===== src/rtl/bnn_pkg.sv =====
// bnn_pkg: shared widths and collector state encoding for the BNN psum path
package bnn_pkg;
  localparam int PSUM_W = 7;
  localparam int ACT_W = 9;
  localparam int ACC_W = 11;
  localparam int PASS_W = 4;
  typedef enum logic {ACC, EMIT} state_e;
endpackage


===== src/rtl/psum_bit_packer.sv =====
// psum_bit_packer: packs threshold bits into a word and holds it until the downstream handshake
module psum_bit_packer
  import bnn_pkg::*;
#(
  parameter int N = ACT_W
) (
  input  logic         clk_i,
  input  logic         rst_i,
  input  logic         clr_i,
  input  logic         bit_valid_i,
  input  logic         bit_i,
  input  logic         flush_i,
  input  logic         word_ready_i,
  output logic         ready_o,
  output logic         has_bits_o,
  output logic         word_valid_o,
  output logic [N-1:0] word_o
);
  localparam int CW = $clog2(N + 1);
  state_e state_q, state_d;
  logic [N-1:0] data_q, data_d;
  logic [CW-1:0] cnt_q, cnt_d;
  logic full;
  assign full = bit_valid_i && cnt_q == CW'(N - 1);
  always_ff @(posedge clk_i) begin
    if (rst_i || clr_i) begin
      state_q <= ACC;
      data_q <= '0;
      cnt_q <= '0;
    end else begin
      state_q <= state_d;
      data_q <= data_d;
      cnt_q <= cnt_d;
    end
  end
  // flush_i is only raised by the top when there is something to emit
  always_comb begin
    state_d = state_q;
    data_d = data_q;
    cnt_d = cnt_q;
    if (state_q == ACC) begin
      if (bit_valid_i) begin
        data_d[cnt_q] = bit_i;
        cnt_d = cnt_q + CW'(1);
      end
      state_d = (full || flush_i) ? EMIT : ACC;
    end else if (word_ready_i) begin
      state_d = ACC;
      data_d = '0;
      cnt_d = '0;
    end
  end
  always_comb begin
    ready_o = state_q == ACC;
    word_valid_o = state_q == EMIT;
    word_o = data_q;
    has_bits_o = cnt_q != '0;
  end
endmodule


===== src/rtl/psum_collector.sv =====
// psum_collector: accumulates column psums per neuron, thresholds to a binary
// activation and hands packed words downstream through psum_bit_packer
module psum_collector #(
  parameter int PSUM_W = bnn_pkg::PSUM_W,
  parameter int ACT_W = bnn_pkg::ACT_W,
  parameter int ACC_W = bnn_pkg::ACC_W
) (
  input  logic                     clk_in,
  input  logic                     rst_in,
  input  logic                     start_in,
  input  logic [bnn_pkg::PASS_W-1:0] cfg_passes_in,
  input  logic [ACC_W-1:0]         cfg_threshold_in,
  input  logic                     psum_valid_in,
  input  logic [PSUM_W-1:0]        psum_in,
  output logic                     psum_ready_out,
  input  logic                     flush_in,
  output logic                     act_valid_out,
  output logic [ACT_W-1:0]         act_data_out,
  input  logic                     act_ready_in
);
  import bnn_pkg::*;
  logic [PASS_W-1:0] passes_q, pass_cnt_q, pass_cnt_d;
  logic [ACC_W-1:0] thr_q, acc_q, acc_d;
  logic signed [ACC_W:0] sum, thr_ext;
  logic ready, has_bits, accept, last, bit_v, bit_val, flush_go;
  // one guard bit keeps the compare exact for any acc/psum combination
  assign sum = {acc_q[ACC_W-1], acc_q} + {{(ACC_W + 1 - PSUM_W){psum_in[PSUM_W-1]}}, psum_in};
  assign thr_ext = {thr_q[ACC_W-1], thr_q};
  always_comb begin
    accept = psum_valid_in && ready;
    last = pass_cnt_q == passes_q - PASS_W'(1);
    bit_v = accept && last;
    bit_val = sum >= thr_ext;
    flush_go = flush_in && ready && (bit_v || has_bits);
    acc_d = (bit_v || flush_go) ? '0 : accept ? sum[ACC_W-1:0] : acc_q;
    pass_cnt_d = (bit_v || flush_go) ? '0 : accept ? pass_cnt_q + PASS_W'(1) : pass_cnt_q;
  end
  always_ff @(posedge clk_in) begin
    if (rst_in) begin
      passes_q <= PASS_W'(1);
      thr_q <= '0;
      acc_q <= '0;
      pass_cnt_q <= '0;
    end else if (start_in) begin
      passes_q <= (cfg_passes_in == '0) ? PASS_W'(1) : cfg_passes_in;
      thr_q <= cfg_threshold_in;
      acc_q <= '0;
      pass_cnt_q <= '0;
    end else begin
      acc_q <= acc_d;
      pass_cnt_q <= pass_cnt_d;
    end
  end
  psum_bit_packer #(.N(ACT_W)) u_packer (
    .clk_i(clk_in),
    .rst_i(rst_in),
    .clr_i(start_in),
    .bit_valid_i(bit_v),
    .bit_i(bit_val),
    .flush_i(flush_go),
    .word_ready_i(act_ready_in),
    .ready_o(ready),
    .has_bits_o(has_bits),
    .word_valid_o(act_valid_out),
    .word_o(act_data_out)
  );
  assign psum_ready_out = ready;
endmodule


===== config.mk =====
export PLATFORM = sky130hd
export DESIGN_NAME = psum_collector
export DESIGN_NICKNAME = d
export VERILOG_FILES = /design/src/rtl/bnn_pkg.sv /design/src/rtl/psum_bit_packer.sv /design/src/rtl/psum_collector.sv
export SDC_FILE = /design/constraint.sdc
export NUM_CORES = 1
export LEC_CHECK = 0
export BUFFER_PORTS_ARGS = -buffer_cell sky130_fd_sc_hd__buf_2
export CAP_MARGIN = 20
export CORE_ASPECT_RATIO = 1.25
export CORE_MARGIN = 2
export CORE_UTILIZATION = 57
export DETAILED_ROUTE_END_ITERATION = 10
export PLACE_DENSITY_LB_ADDON = 0.08
export SLEW_MARGIN = 20
export SYNTH_ARGS = -nofsm -noshare
export SYNTH_HDL_FRONTEND = slang
export SYNTH_SLANG_ARGS = --single-unit

===== constraint.sdc =====
create_clock -name clk_in -period 3.7 [get_ports clk_in]
set_input_delay 0.185 -clock clk_in [delete_from_list [all_inputs] [get_ports clk_in]]
set_output_delay 0.185 -clock clk_in [all_outputs]
set_load 0.005 [all_outputs]

; Word level (Yosys, flattened, before mapping)
; Index checks and enable logic that the tools add are counted.
[word_totals]
wordCells = 46
register_bits = 44
inputBits = 28
output_inout_bits = 11
[op_classes]
bitwise = 1
n_mux = 13
reduce_logical = 15
magnitude_cmp = 3
n_eq_ne = 3
addsub = 4
[ops]
columns = cell, n
row1 = $mux 9, 3
row2 = $mux 4, 4
row3 = $add 11x7->12, 1
row4 = $ge 12x11->1, 1
row5 = $bwmux 9, 1
row6 = $add 4x1->4 const B, 2
row7 = $logic_and 1x1->1, 6
row8 = $lt 4x5->1 const B, 1
row9 = $demux 1 s4, 1
row10 = $eq 4x4->1, 1
row11 = $eq 4x4->1 const B, 1
row12 = $ge 4x1->1 const B, 1
row13 = $logic_not 4->1, 1
row14 = $logic_or 1x1->1, 4
row15 = $mux 1, 4
row16 = $reduce_bool 4->1, 1
row17 = $sub 4x1->4 const B, 1
row18 = $reduce_or 3->1, 1
row19 = $ne 2x2->1 const B, 1
row20 = $reduce_and 2->1, 1
row21 = $reduce_bool 2->1, 1
row22 = $not 1->1, 1

; Longest topological paths before layout
[logic_depth]
word_depth = 8
depth_mapped = 17

; By module
; From an unflattened synthesis, not the netlist that was laid out.
[unflattened]
hier_cells = 326
area_unflattened_um2 = 2841.5
[by_module_without_submodules]
columns = module, cells_each, area_each_um2, instances, seq_area_each_um2
row1 = psum_collector, 243, 2113.3, 1, 600.6
row2 = psum_bit_packer, 83, 728.2, 1, 280.3

; Worst setup path before layout
; OpenSTA, ideal clock, no wires.
[synth_path]
path_type = reg-to-reg
from = reg acc_q[0]
to = reg u_packer.data_q[4] (netlist: u_packer.word_o[4])
required_ns = 3.631
setup_time_ns = 0.069
slack_ns = 0.440
synth_period_minus_slack_ns = 3.260
arrival_time_ns = 3.191
path_stages_with_launch = 18
cell_sequence = dfxtp_1 -> ha_1 -> inv_1 -> fa_1 -> nor2b_1 -> o31a_1 -> o21ai_0 -> a31oi_1 -> xnor2_1 -> inv_1 -> ha_1 -> nand4_1 -> o21bai_1 -> o31ai_1 -> and4_1 -> or4_4 -> buf_6 -> o21ai_1
[synth_between]
elab_chain_len = 5
[synth_rtl]
columns = element, line_no
row1 = "start, declared", psum_collector.sv:23  ; logic [ACC_W-1:0] thr_q, acc_q, acc_d;
row2 = "start signal, assigned", psum_collector.sv:42  ; acc_q <= '0;
row3 = "start signal, assigned", psum_collector.sv:47  ; acc_q <= '0;
row4 = "start signal, assigned", psum_collector.sv:50  ; acc_q <= acc_d;
row5 = $add 11x7->12, psum_collector.sv:27  ; assign sum = {acc_q[ACC_W-1], acc_q} + {{(ACC_W + 1 - PSUM_W){psum_in[PSUM_W-1]}}, psum_in};
row6 = via sum[10], psum_collector.sv:24  ; logic signed [ACC_W:0] sum, thr_ext;
row7 = $ge 12x11->1, psum_collector.sv:33  ; bit_val = sum >= thr_ext;
row8 = $bwmux 9, psum_bit_packer.sv:43  ; data_d[cnt_q] = bit_i;
row9 = $mux 9, psum_bit_packer.sv:42  ; if (bit_valid_i) begin
row10 = $mux 9, psum_bit_packer.sv:41  ; if (state_q == ACC) begin
row11 = "end signal, assigned", psum_bit_packer.sv:32  ; data_q <= data_d;
row12 = "end, declared", psum_bit_packer.sv:21  ; logic [N-1:0] data_q, data_d;
; The timed path passes the listed nets, and every way through them passes these cells. The select of a mux whose other input is x is not followed.
; A chain may end at the register's enable or synchronous reset.

; Worst setup path after layout
[layout_path]
from = reg acc_q[0]
to = reg u_packer.data_q[0] (netlist: u_packer.word_o[0])
; Same word-level chain as after synthesis.

==> summary.md <==
| Metric | Value |
|---|---|
| Rows | `27` |
| Max cap viols | `0` |
| Hold_ws | `approximately 0.12 ns` |
| Critical path startpoint category | `flop` |
| 1st-pass router iterations | `4` |
| Register share of total power | `a little over two fifths` |
| Synthesized area per cell | `8.54 um2` |
| Post-synth cell types | `52` |
| Main synth FF type | `dfxtp_1` |
| Post-synth ARST share | `0%` |
| Final HPWL DP | `4.21 mm` |
| Int Pwr | `861 uW` |
| Seq/Total Area, Yosys | `about a third` |
| Cts bufs inserted | `5` |
| H-tree lvl count | `2` |
| Worst skew pair latency | `0.30 ns` |
| TritonCTS clock tree | `yes` |
| Status | `finished, final reports clean` |
| Largest net degree at the start of global routing | `18` |
| CP Max Fanout | `8` |
| Clk buf depth | `2` |
| Tot GR Track Use | `23.3%` |
| LEAKAGE | `around 0.0013 uW` |
| Final net count | `roughly 410` |
| Hold Crit Class | `in2reg` |
| Psw | `between 300 and 400 uW` |
| Synth Cell Area | `2660 um2` |
| Data arrival, critical path | `3.67 ns` |
| Slew @ Worst Pin | `approximately 0.5 ns` |
| Mapped Cells | `312` |
| Die area | `roughly 5200 um2` |
| Crit. End Element | `flop` |
| Synth warn | `0` |
| Non-Filler Instances | `a little over 400` |
| Crit Path Class | `reg2reg` |
| Post-detailed-route wirelength per cell | `13.6 um` |
| RSZ-0062 raised after global routing | `false` |
| Core ar. | `around 4500 um2` |
| # port buffers | `38` |
| Crit. Startpoint | `acc_q[0]` |
| Via count | `~2300` |
| Initial DRC count | `110` |
| Area Growth Syn to Fin | `12.7%` |
| Post-route ant nets | `0` |
| First-pass GRT wire length | `9.45 mm` |
| Clock transition at path regs | `0.09 ns` |
| Fin crit period | `roughly 3.4 ns` |
| Top Ports | `39` |
| Placer Congestion | `0.928` |
| Yosys reg bits | `between 40 and 50` |
| Final Routed Wirelength | `roughly 5.5 mm` |
| Logic pwr share | `around 20%` |
| Die Span X | `between 60 and 70 um` |
| Post-synth EDFFs | `0` |
| Share of cells above drive strength 1 | `15.8%` |
| Setup tns final | `0 ns` |
| Final slew viol count | `0` |
| Req. time, crit path | `3.93 ns` |
| Total power per unit cell area | `between 300 and 400 nW/um2` |
| Dpl cells | `about 400` |
| Remaining DRCs | `0` |
| Switching share of power | `a little over a quarter` |
| Vias in the first global route | `roughly 2200` |
| Final Hold Fails | `0` |
| N_diodes | `0` |
| Die Y | `around 80 um` |
| Slew margin rel. | `65.9%` |
| Reg2Reg Launch Point | `acc_q[0]` |
| Initial Util | `between 50% and 60%` |
| Clk pwr share | `36.8%` |
| Antenna violations before repair | `0` |
| Fill cell count | `about 420` |
| Syn_nets | `370` |
| Total congestion overflow | `0` |
| Beginning of the worst hold path | `cfg_threshold_in[9]` |
| Root Buffer | `clkbuf_8` |
| Peak VDD IR | `about 0.00027 V` |
| Internal reg-to-reg setup slack | `0.27 ns` |
| Vias per cell | `about 5.6` |
| Clock skew | `0.0107 ns` |
| Final setup vio count | `0` |
| Sink Count | `44` |
| Final worst-path cycle share | `between 90% and 100%` |
| Fmax | `approximately 290 MHz` |
-- registers in the layout, indices dropped and copies added, names as in the netlist --
signal and count:
passes_q 4, acc_q 11, u_packer.word_o 9, pass_cnt_q 4, u_packer.cnt_q 4, u_packer.word_valid_o 1, thr_q 11
-- Yosys cell counts, drive strengths merged (7+ instances only) --
| cell type | n | area [um2] |
|---|---|---|
| a21oi | 15 | 78.8 |
| dfxtp | 44 | 881 |
| ha | 29 | 363 |
| inv | 23 | 86.3 |
| mux2i | 17 | 170 |
| nand2 | 31 | 116 |
| nand3 | 9 | 45.0 |
| nor2 | 41 | 156 |
| nor3 | 7 | 35.0 |
| o21ai | 17 | 88.8 |
| xnor2 | 11 | 96.3 |
-- per-layer routing --
layer  GRT usage, %  vias up  part of all wire [%]
met2           40.7       56                    49
met1           27.7     1065                    45
met3           4.34       12                   4.0
met5              0        -                     0
li1               -     1162                     -
met4           10.2        0                   2.4
-- what timing repair did --
| item | 4_1_cts | 5_1_grt |
|---|---|---|
| setup endpoints to repair | 0 | 8 |
| setup buffers | 0 | 1 |
| gates resized for setup | 0 | 2 |
| hold buffers | 0 | 0 |
-- placed cells by master, fill, tap and decap left out, types with 3 or more instances in the layout --
cell type	synthesis	final
nor2_1	40	40
nand3_1	9	9
o21ai_1	5	5
inv_1	23	23
xor2_1	6	6
mux2i_1	17	17
nand4b_1	4	4
a31oi_1	4	4
and2_1	3	3
o21ai_0	11	11
clkbuf_8	0	5
ha_1	29	28
xnor2_1	11	11
dfxtp_1	44	44
a211oi_1	4	4
buf_2	1	38
o211ai_1	3	3
a21oi_1	14	14
nand2_1	31	31
nor3_1	7	7
nand4_1	5	5
-- critical path: stages, from the launching register on --
cell	delay, ns
dfxtp_1	0.33
ha_2	0.20
inv_1	0.06
fa_2	0.35
nor2b_1	0.15
o31a_1	0.22
o21ai_0	0.10
a31oi_1	0.20
xnor2_1	0.17
inv_1	0.07
ha_1	0.29
nand4_1	0.12
o21bai_1	0.16
o31ai_1	0.10
and4_1	0.22
or4_4	0.48
o21ai_1	0.17
-- through the flow --
stage	utilization, %	setup WS, ns	total power (uW)	cell area [um2]
floorplan	-	0.440	695	2660
global placement	64.1	0.332	747	2860
detailed placement	64.1	0.176	750	2860
CTS	67.0	0.158	1180	2990
global route	67.3	0.0467	1230	3000
finish	67.3	0.268	1170	3000
-- cell families (layout without fill, tap and decap cells) --
logic type      after synthesis  after routing  synth area share [%]
xor+xnor                     18             18                  6.43
buf+inv                      33             70                  6.01
simple gates                112            112                  19.7
compound gates               57             57                  13.6
flops                        44             44                  33.1
fa+ha+maj                    30             30                  14.4
mux                          18             18                  6.81
-- area by class of cell --
| type | count | area, um2 | area share, % |
|---|---|---|---|
| sequential | 44 | 881 | 29.3 |
| timing repair buffer | 40 | 205 | 6.84 |
| clock buffer | 5 | 68.8 | 2.29 |
| tap | 58 | 72.6 | 2.42 |
| clock inverter | 2 | 60.1 | 2.00 |
| inverter | 23 | 86.3 | 2.88 |
| multi-input combinational | 235 | 1630 | 54.2 |
-- path summary, 6_finish.rpt --
kind / cells past startpoint / end
max reg2reg: 16 / u_packer.word_o[0]
max: 16 / u_packer.word_o[0]
min reg2reg: 2 / u_packer.word_o[4]
min: 3 / thr_q[9]
-- power groups by stage --
stage               logic, uW  clock network [uW]  registers [uW]
floorplan                 183                   0             512
global placement          232                   0             514
detailed placement        235                   0             515
CTS                       237                 441             504
global route              271                 455             506
finish                    237                 431             504
Note: power is estimated with default switching activity, not from simulation.
